### src/rtl/mul_load_pkg.sv
// Shared definitions for the multiplier register-file load path.
package mul_load_pkg;

    // Pairs per burst; equals the register-file slot count.
    localparam int NBEAT_DEF = 3;
    // Default operand width in bits.
    localparam int DATA_DEF  = 256;

    // Load sequencer states, binary encoded.
    typedef enum logic [2:0] {
        ST_IDLE = 3'd0,
        ST_FILL = 3'd1,
        ST_WAIT = 3'd2,
        ST_ARM  = 3'd3,
        ST_SEND = 3'd4,
        ST_DONE = 3'd5
    } state_t;

endpackage

### src/rtl/operand_buf.sv
// Operand pair storage: NBEAT entries of (A, B), indexed write, asynchronous read.
// Storage carries no reset; contents are only meaningful once written.
module operand_buf
    import mul_load_pkg::*;
#(
    parameter int DATA  = DATA_DEF,
    parameter int NBEAT = NBEAT_DEF,
    parameter int IDX_W = 2
) (
    input  logic             clk,
    input  logic             we,
    input  logic [IDX_W-1:0] wr_idx,
    input  logic [DATA-1:0]  wr_a,
    input  logic [DATA-1:0]  wr_b,
    input  logic [IDX_W-1:0] rd_idx,
    output logic [DATA-1:0]  rd_a,
    output logic [DATA-1:0]  rd_b
);

    logic [DATA-1:0] mem_a [NBEAT];
    logic [DATA-1:0] mem_b [NBEAT];

    // Capture one pair into the addressed slot.
    always_ff @(posedge clk) begin
        if (we && (wr_idx < IDX_W'(NBEAT))) begin
            mem_a[wr_idx] <= wr_a;
            mem_b[wr_idx] <= wr_b;
        end
    end

    // Out-of-range read index (one past the last beat) returns zero.
    assign rd_a = (rd_idx < IDX_W'(NBEAT)) ? mem_a[rd_idx] : '0;
    assign rd_b = (rd_idx < IDX_W'(NBEAT)) ? mem_b[rd_idx] : '0;

endmodule

### src/rtl/operand_burst_tx.sv
// Buffers NBEAT operand pairs and replays them to the multiplier register file
// as a wr_reg strobe followed by NBEAT consecutive beats once the core is idle.
//
// Upstream transfer: a pair moves when in_valid && in_ready at a rising edge;
// in_ready is a register decoded from state, never a function of in_valid, and
// upstream holds in_a/in_b stable while in_valid=1 and in_ready=0.
module operand_burst_tx
    import mul_load_pkg::*;
#(
    parameter int DATA  = DATA_DEF,
    parameter int NBEAT = NBEAT_DEF
) (
    input  logic            clk,
    input  logic            rst_n,
    input  logic            in_valid,
    output logic            in_ready,
    input  logic [DATA-1:0] in_a,
    input  logic [DATA-1:0] in_b,
    input  logic            flush,
    input  logic            core_idle,
    output logic            wr_reg,
    output logic [DATA-1:0] Output_Data_A,
    output logic [DATA-1:0] Output_Data_B,
    output logic            load_done,
    output logic            busy,
    output logic [2:0]      dbg_state
);

    localparam int CNT_W = $clog2(NBEAT + 1);

    state_t           state;
    logic [CNT_W-1:0] fill_cnt;
    logic [CNT_W-1:0] beat_cnt;
    logic [CNT_W-1:0] rd_idx;
    logic             buf_we;
    logic [DATA-1:0]  rd_a;
    logic [DATA-1:0]  rd_b;

    // A flush in the same cycle drops the handshake.
    assign buf_we = in_valid && in_ready && !flush &&
                    ((state == ST_IDLE) || (state == ST_FILL));

    // Output registers load the beat that will be on the wire next cycle.
    assign rd_idx = (state == ST_SEND) ? beat_cnt + CNT_W'(1) : '0;

    assign dbg_state = state;

    operand_buf #(
        .DATA  (DATA),
        .NBEAT (NBEAT),
        .IDX_W (CNT_W)
    ) u_buf (
        .clk    (clk),
        .we     (buf_we),
        .wr_idx (fill_cnt),
        .wr_a   (in_a),
        .wr_b   (in_b),
        .rd_idx (rd_idx),
        .rd_a   (rd_a),
        .rd_b   (rd_b)
    );

    // Load sequencer: state, counters and all registered outputs.
    always_ff @(posedge clk or negedge rst_n) begin
        if (!rst_n) begin
            state         <= ST_IDLE;
            fill_cnt      <= '0;
            beat_cnt      <= '0;
            in_ready      <= 1'b0;
            wr_reg        <= 1'b0;
            load_done     <= 1'b0;
            busy          <= 1'b0;
            Output_Data_A <= '0;
            Output_Data_B <= '0;
        end else begin
            wr_reg        <= 1'b0;
            load_done     <= 1'b0;
            Output_Data_A <= '0;
            Output_Data_B <= '0;
            case (state)
                ST_IDLE, ST_FILL: begin
                    if (flush) begin
                        state    <= ST_IDLE;
                        fill_cnt <= '0;
                        in_ready <= 1'b1;
                        busy     <= 1'b0;
                    end else if (in_valid && in_ready) begin
                        fill_cnt <= fill_cnt + CNT_W'(1);
                        busy     <= 1'b1;
                        if (fill_cnt == CNT_W'(NBEAT - 1)) begin
                            state    <= ST_WAIT;
                            in_ready <= 1'b0;
                        end else begin
                            state    <= ST_FILL;
                            in_ready <= 1'b1;
                        end
                    end else begin
                        in_ready <= 1'b1;
                        busy     <= (state != ST_IDLE);
                    end
                end
                ST_WAIT: begin
                    if (flush) begin
                        state    <= ST_IDLE;
                        fill_cnt <= '0;
                        in_ready <= 1'b1;
                        busy     <= 1'b0;
                    end else if (core_idle) begin
                        state  <= ST_ARM;
                        wr_reg <= 1'b1;
                    end
                end
                ST_ARM: begin
                    state         <= ST_SEND;
                    beat_cnt      <= '0;
                    Output_Data_A <= rd_a;
                    Output_Data_B <= rd_b;
                end
                ST_SEND: begin
                    if (beat_cnt == CNT_W'(NBEAT - 1)) begin
                        state     <= ST_DONE;
                        load_done <= 1'b1;
                    end else begin
                        beat_cnt      <= beat_cnt + CNT_W'(1);
                        Output_Data_A <= rd_a;
                        Output_Data_B <= rd_b;
                    end
                end
                ST_DONE: begin
                    state    <= ST_IDLE;
                    fill_cnt <= '0;
                    beat_cnt <= '0;
                    in_ready <= 1'b1;
                    busy     <= 1'b0;
                end
                default: begin
                    state    <= ST_IDLE;
                    fill_cnt <= '0;
                    beat_cnt <= '0;
                    in_ready <= 1'b0;
                    busy     <= 1'b0;
                end
            endcase
        end
    end

endmodule

### config.mk
export PLATFORM = sky130hd
export DESIGN_NAME = operand_burst_tx
export DESIGN_NICKNAME = d
export VERILOG_FILES = /design/src/rtl/mul_load_pkg.sv /design/src/rtl/operand_buf.sv /design/src/rtl/operand_burst_tx.sv
export SDC_FILE = /design/constraint.sdc
export NUM_CORES = 2
export LEC_CHECK = 0
export ABC_CLOCK_PERIOD_IN_PS = 73600
export CORE_MARGIN = 4
export CORE_UTILIZATION = 40
export DETAILED_ROUTE_END_ITERATION = 12
export DONT_BUFFER_PORTS = 1
export SYNTH_ARGS = -nofsm -noshare
export SYNTH_HDL_FRONTEND = slang
export SYNTH_HIERARCHICAL = 1
export SYNTH_SLANG_ARGS = --single-unit
### constraint.sdc
create_clock -name clk -period 73.6 [get_ports clk]
set_input_delay 18.4 -clock clk [delete_from_list [all_inputs] [get_ports clk]]
set_output_delay 18.4 -clock clk [all_outputs]
set_load 0.02 [all_outputs]
==> qor.csv <==
stage;metric;value;unit
synthesis;Synth Register Bits;2059;
floorplan;die width;447.9;um
critical_path;Worst Path Arrival;23130;ps
power_and_ir_drop;power density over the cells;29.69;nW/um2
power_and_ir_drop;clock share of power;40.9;%
power_and_ir_drop;Peak VDD IR;0.00002277;V
sta;Final WS setup;50930;ps
power_and_ir_drop;P_leak;29.44;nW
floorplan;row count;161;
drt;DRT iter0 DRCs;2206;
synthesis;Post-synth EDFFs;1536;
drt;DRT Pass-1 Iters;5;
synthesis;syn avg cell area;19.94;um2
floorplan;I/O pins;1036;
placement;number of I/O port buffers;0;
critical_path;CP most frequent cell;buf_4;
drt;drt total wl;186000;um
synthesis;Primary FF master, synth;edfxtp_1;
power_and_ir_drop;Combinational Power Share;5.9;%
placement;dpl cells;6227;
global_routing;largest net degree at the start of global routing;524;
drt;drt via density;5.127;
drt;mean routed wirelength per cell;28.05;um
clocking;clock net sink count;2059;
clocking;Post-CTS Setup Bufs;0;
global_routing;Tot GR Track Use;18.10;%
worst_hold_path;Hold WC Path Type;flop to flop;
sta;setup TNS;0;ps
job;max cap viols;0;
sta;f_max;0.04412;GHz
synthesis;sequential area share after synthesis;76.49;%
layout;most frequent cells in the layout;1536 x edfxtp_1, 523 x dfrtp_1, 513 x and2_1, 512 x mux2i_1, 480 x o2bb2ai_2;
clocking;Num CTS Buffers;206;
layout;nets@finish;4431;
drt;Via Count;34008;
layout;synth-to-layout area growth;11.27;%
clocking;CTS Root Cell;clkbuf_16;
run_status;status;completed;
placement;RD Place Congestion;0.8045;
synthesis;synthesized instance count;3882;
floorplan;DIE HEIGHT;447.9;um
critical_path;crit-path max FO;112;
placement;DP Worst Slack;50000;ps
synthesis;yosys warns;6;
critical_path;Worst EP required;74060;ps
floorplan;Initial Utilization;40.20;%
layout;share of layout cells above drive strength 1;21.01;%
power_and_ir_drop;Sw Ratio;22.68;%
layout;Largest regs;u_buf/mem_a x768, u_buf/mem_b x768;
power_and_ir_drop;Cell Int Power;1.977;mW
synthesis;Mapped Area;77410;um2
sta;Slew Limit Fails;0;
synthesis;post-synth cell types;37;
floorplan;core area;192600;um2
layout;most common cell after layout, fill and taps aside;edfxtp_1;
critical_path;CP max-delay cell;buf_4;
clocking;hold_buf cts;0;
global_routing;initial antenna violation count;11;
critical_path;Startpoint Class;input port;
clocking;Clock Tree Buf Depth;3;
synthesis;ys async rst share;25.40;%
power_and_ir_drop;NetSw;0.5800;mW
sta;Fin. Hold Viols;0;
clocking;post_cts resized;0;
drt;DRC;0;
critical_path;CP endpoint kind;flop;
power_and_ir_drop;sequential share of power;53.3;%
sta;Hold Slack;533.2;ps
sta;fin crit share;30.80;%
clocking;H-tree depth;4;
critical_path;critical path type;input port to flop;
global_routing;remaining global-route overflow;0;
clocking;CTS tree;built;
clocking;Worst-path clk slew;60;ps
clocking;clk_lat worst skew;860;ps
global_routing;vias in the first global route;34961;
floorplan;die area;200600;um2
sta;Period minus WS final;22670;ps
placement;Post-DP HPWL;115800;um
layout;Non-Filler Instances;6633;
critical_path;max incr delay on CP;950;ps
layout;number of fill cells;16335;
global_routing;global-route wire length before repair;262600;um
placement;DP Area;79090;um2
drt;Detail Route Antenna Nets;0;
sta;relative slew slack;21.25;%
synthesis;Syn Nets;4401;
sta;RSZ-0062 raised after global routing;no;
sta;Setup Skew;45.29;ps
layout;Final Cell Area;86140;um2
sta;Setup-failing EPs final;0;
sta;Worst-Margin Slew;1181;ps
critical_path;cells along the critical path;nand2_1 > or4_4 > inv_1 > nand2_1 > nor2_4 > buf_4 > buf_4 > buf_4 > buf_12;
power groups by stage:
stage          Sequential [mW]  Combinational [mW]  Clock (mW)
6_report                  1.36               0.150        1.05
3_3_place_gp              1.38               0.147           0
5_1_grt                   1.37               0.164        1.12
4_1_cts                   1.36               0.148        1.07
3_5_place_dp              1.39               0.147           0
2_1_floorplan             1.43               0.114           0
cell type report:
cell class | instances | area [um2] | share of cell area [%]
Antenna cell | 9 | 22.52 | 0.02614
Clock buffer | 304 | 6025 | 6.994
Clock inverter | 90 | 920.9 | 1.069
Inverter | 4 | 15.01 | 0.01743
Multi-Input combinational cell | 1589 | 16200 | 18.80
Sequential cell | 2059 | 59210 | 68.74
Tap cell | 2526 | 3161 | 3.669
Timing Repair Buffer | 52 | 588.1 | 0.6827
critical path, delay by kind of cell:
kind	cells	cell delay, ps
buffers and inverters	5	3200
AND/OR/NAND/NOR	4	1140
Yosys cell counts, drive strengths merged, types with 2 or more instances:
| cell type | count | share of area [%] |
|---|---|---|
| edfxtp | 1536 | 60 |
| dfrtp | 523 | 17 |
| and2 | 513 | 4.1 |
| o2bb2ai | 513 | 9.7 |
| mux2i | 512 | 6.6 |
| buf | 162 | 2.2 |
| clkbuf | 68 | 0.45 |
| nor2 | 7 | 0.034 |
| nand2 | 6 | 0.032 |
| o21ai | 6 | 0.039 |
| a21oi | 5 | 0.032 |
| nand2b | 5 | 0.040 |
| inv | 4 | 0.019 |
| nand3b | 3 | 0.029 |
| nor3 | 3 | 0.019 |
| ha | 2 | 0.032 |
| nor3b | 2 | 0.019 |
cell families (layout without fill, tap and decap cells):
logic type,Yosys count,after routing,share of synthesized area [%]
other,0,9,0
muxes,513,513,6.635
and+or+nand+nor,544,544,4.383
buffers and inverters,234,450,2.644
adders and majority gates,2,2,0.03232
AOI/OAI and AO/OA,530,530,9.819
DFF,2059,2059,76.49
per-layer routing:
metal | vias up | global-route usage [%] | wire length, um
li1 | 14889 | - | -
met1 | 17872 | 20.68 | 67610
met2 | 980 | 31.12 | 96940
met3 | 265 | 6.521 | 14740
met4 | 2 | 6.798 | 6730
met5 | - | 0 | 18
per-stage QoR:
| stage | util (%) | power (mW) |
|---|---|---|
| after floorplan | - | 1.542 |
| after global placement | 41.07 | 1.531 |
| after detailed placement | 41.07 | 1.533 |
| after CTS | 44.68 | 2.581 |
| after global routing | 44.73 | 2.653 |
| final | 44.73 | 2.557 |
worst paths after layout:
kind                              start            endpoint  slack, ps  cells past startpoint
max                            in_valid  u_buf/mem_b[2][53]      50930                      9
min                         beat_cnt[1]         beat_cnt[1]        530                      2
max reg2reg                dbg_state[2]  Output_Data_A[251]      67160                     10
min reg2reg                 beat_cnt[1]         beat_cnt[1]        530                      2
max in group asynchronous         rst_n  Output_Data_B[177]      54460                      2
min in group asynchronous         rst_n  Output_Data_A[197]      17250                      0
(Power assumes the default switching activity.)
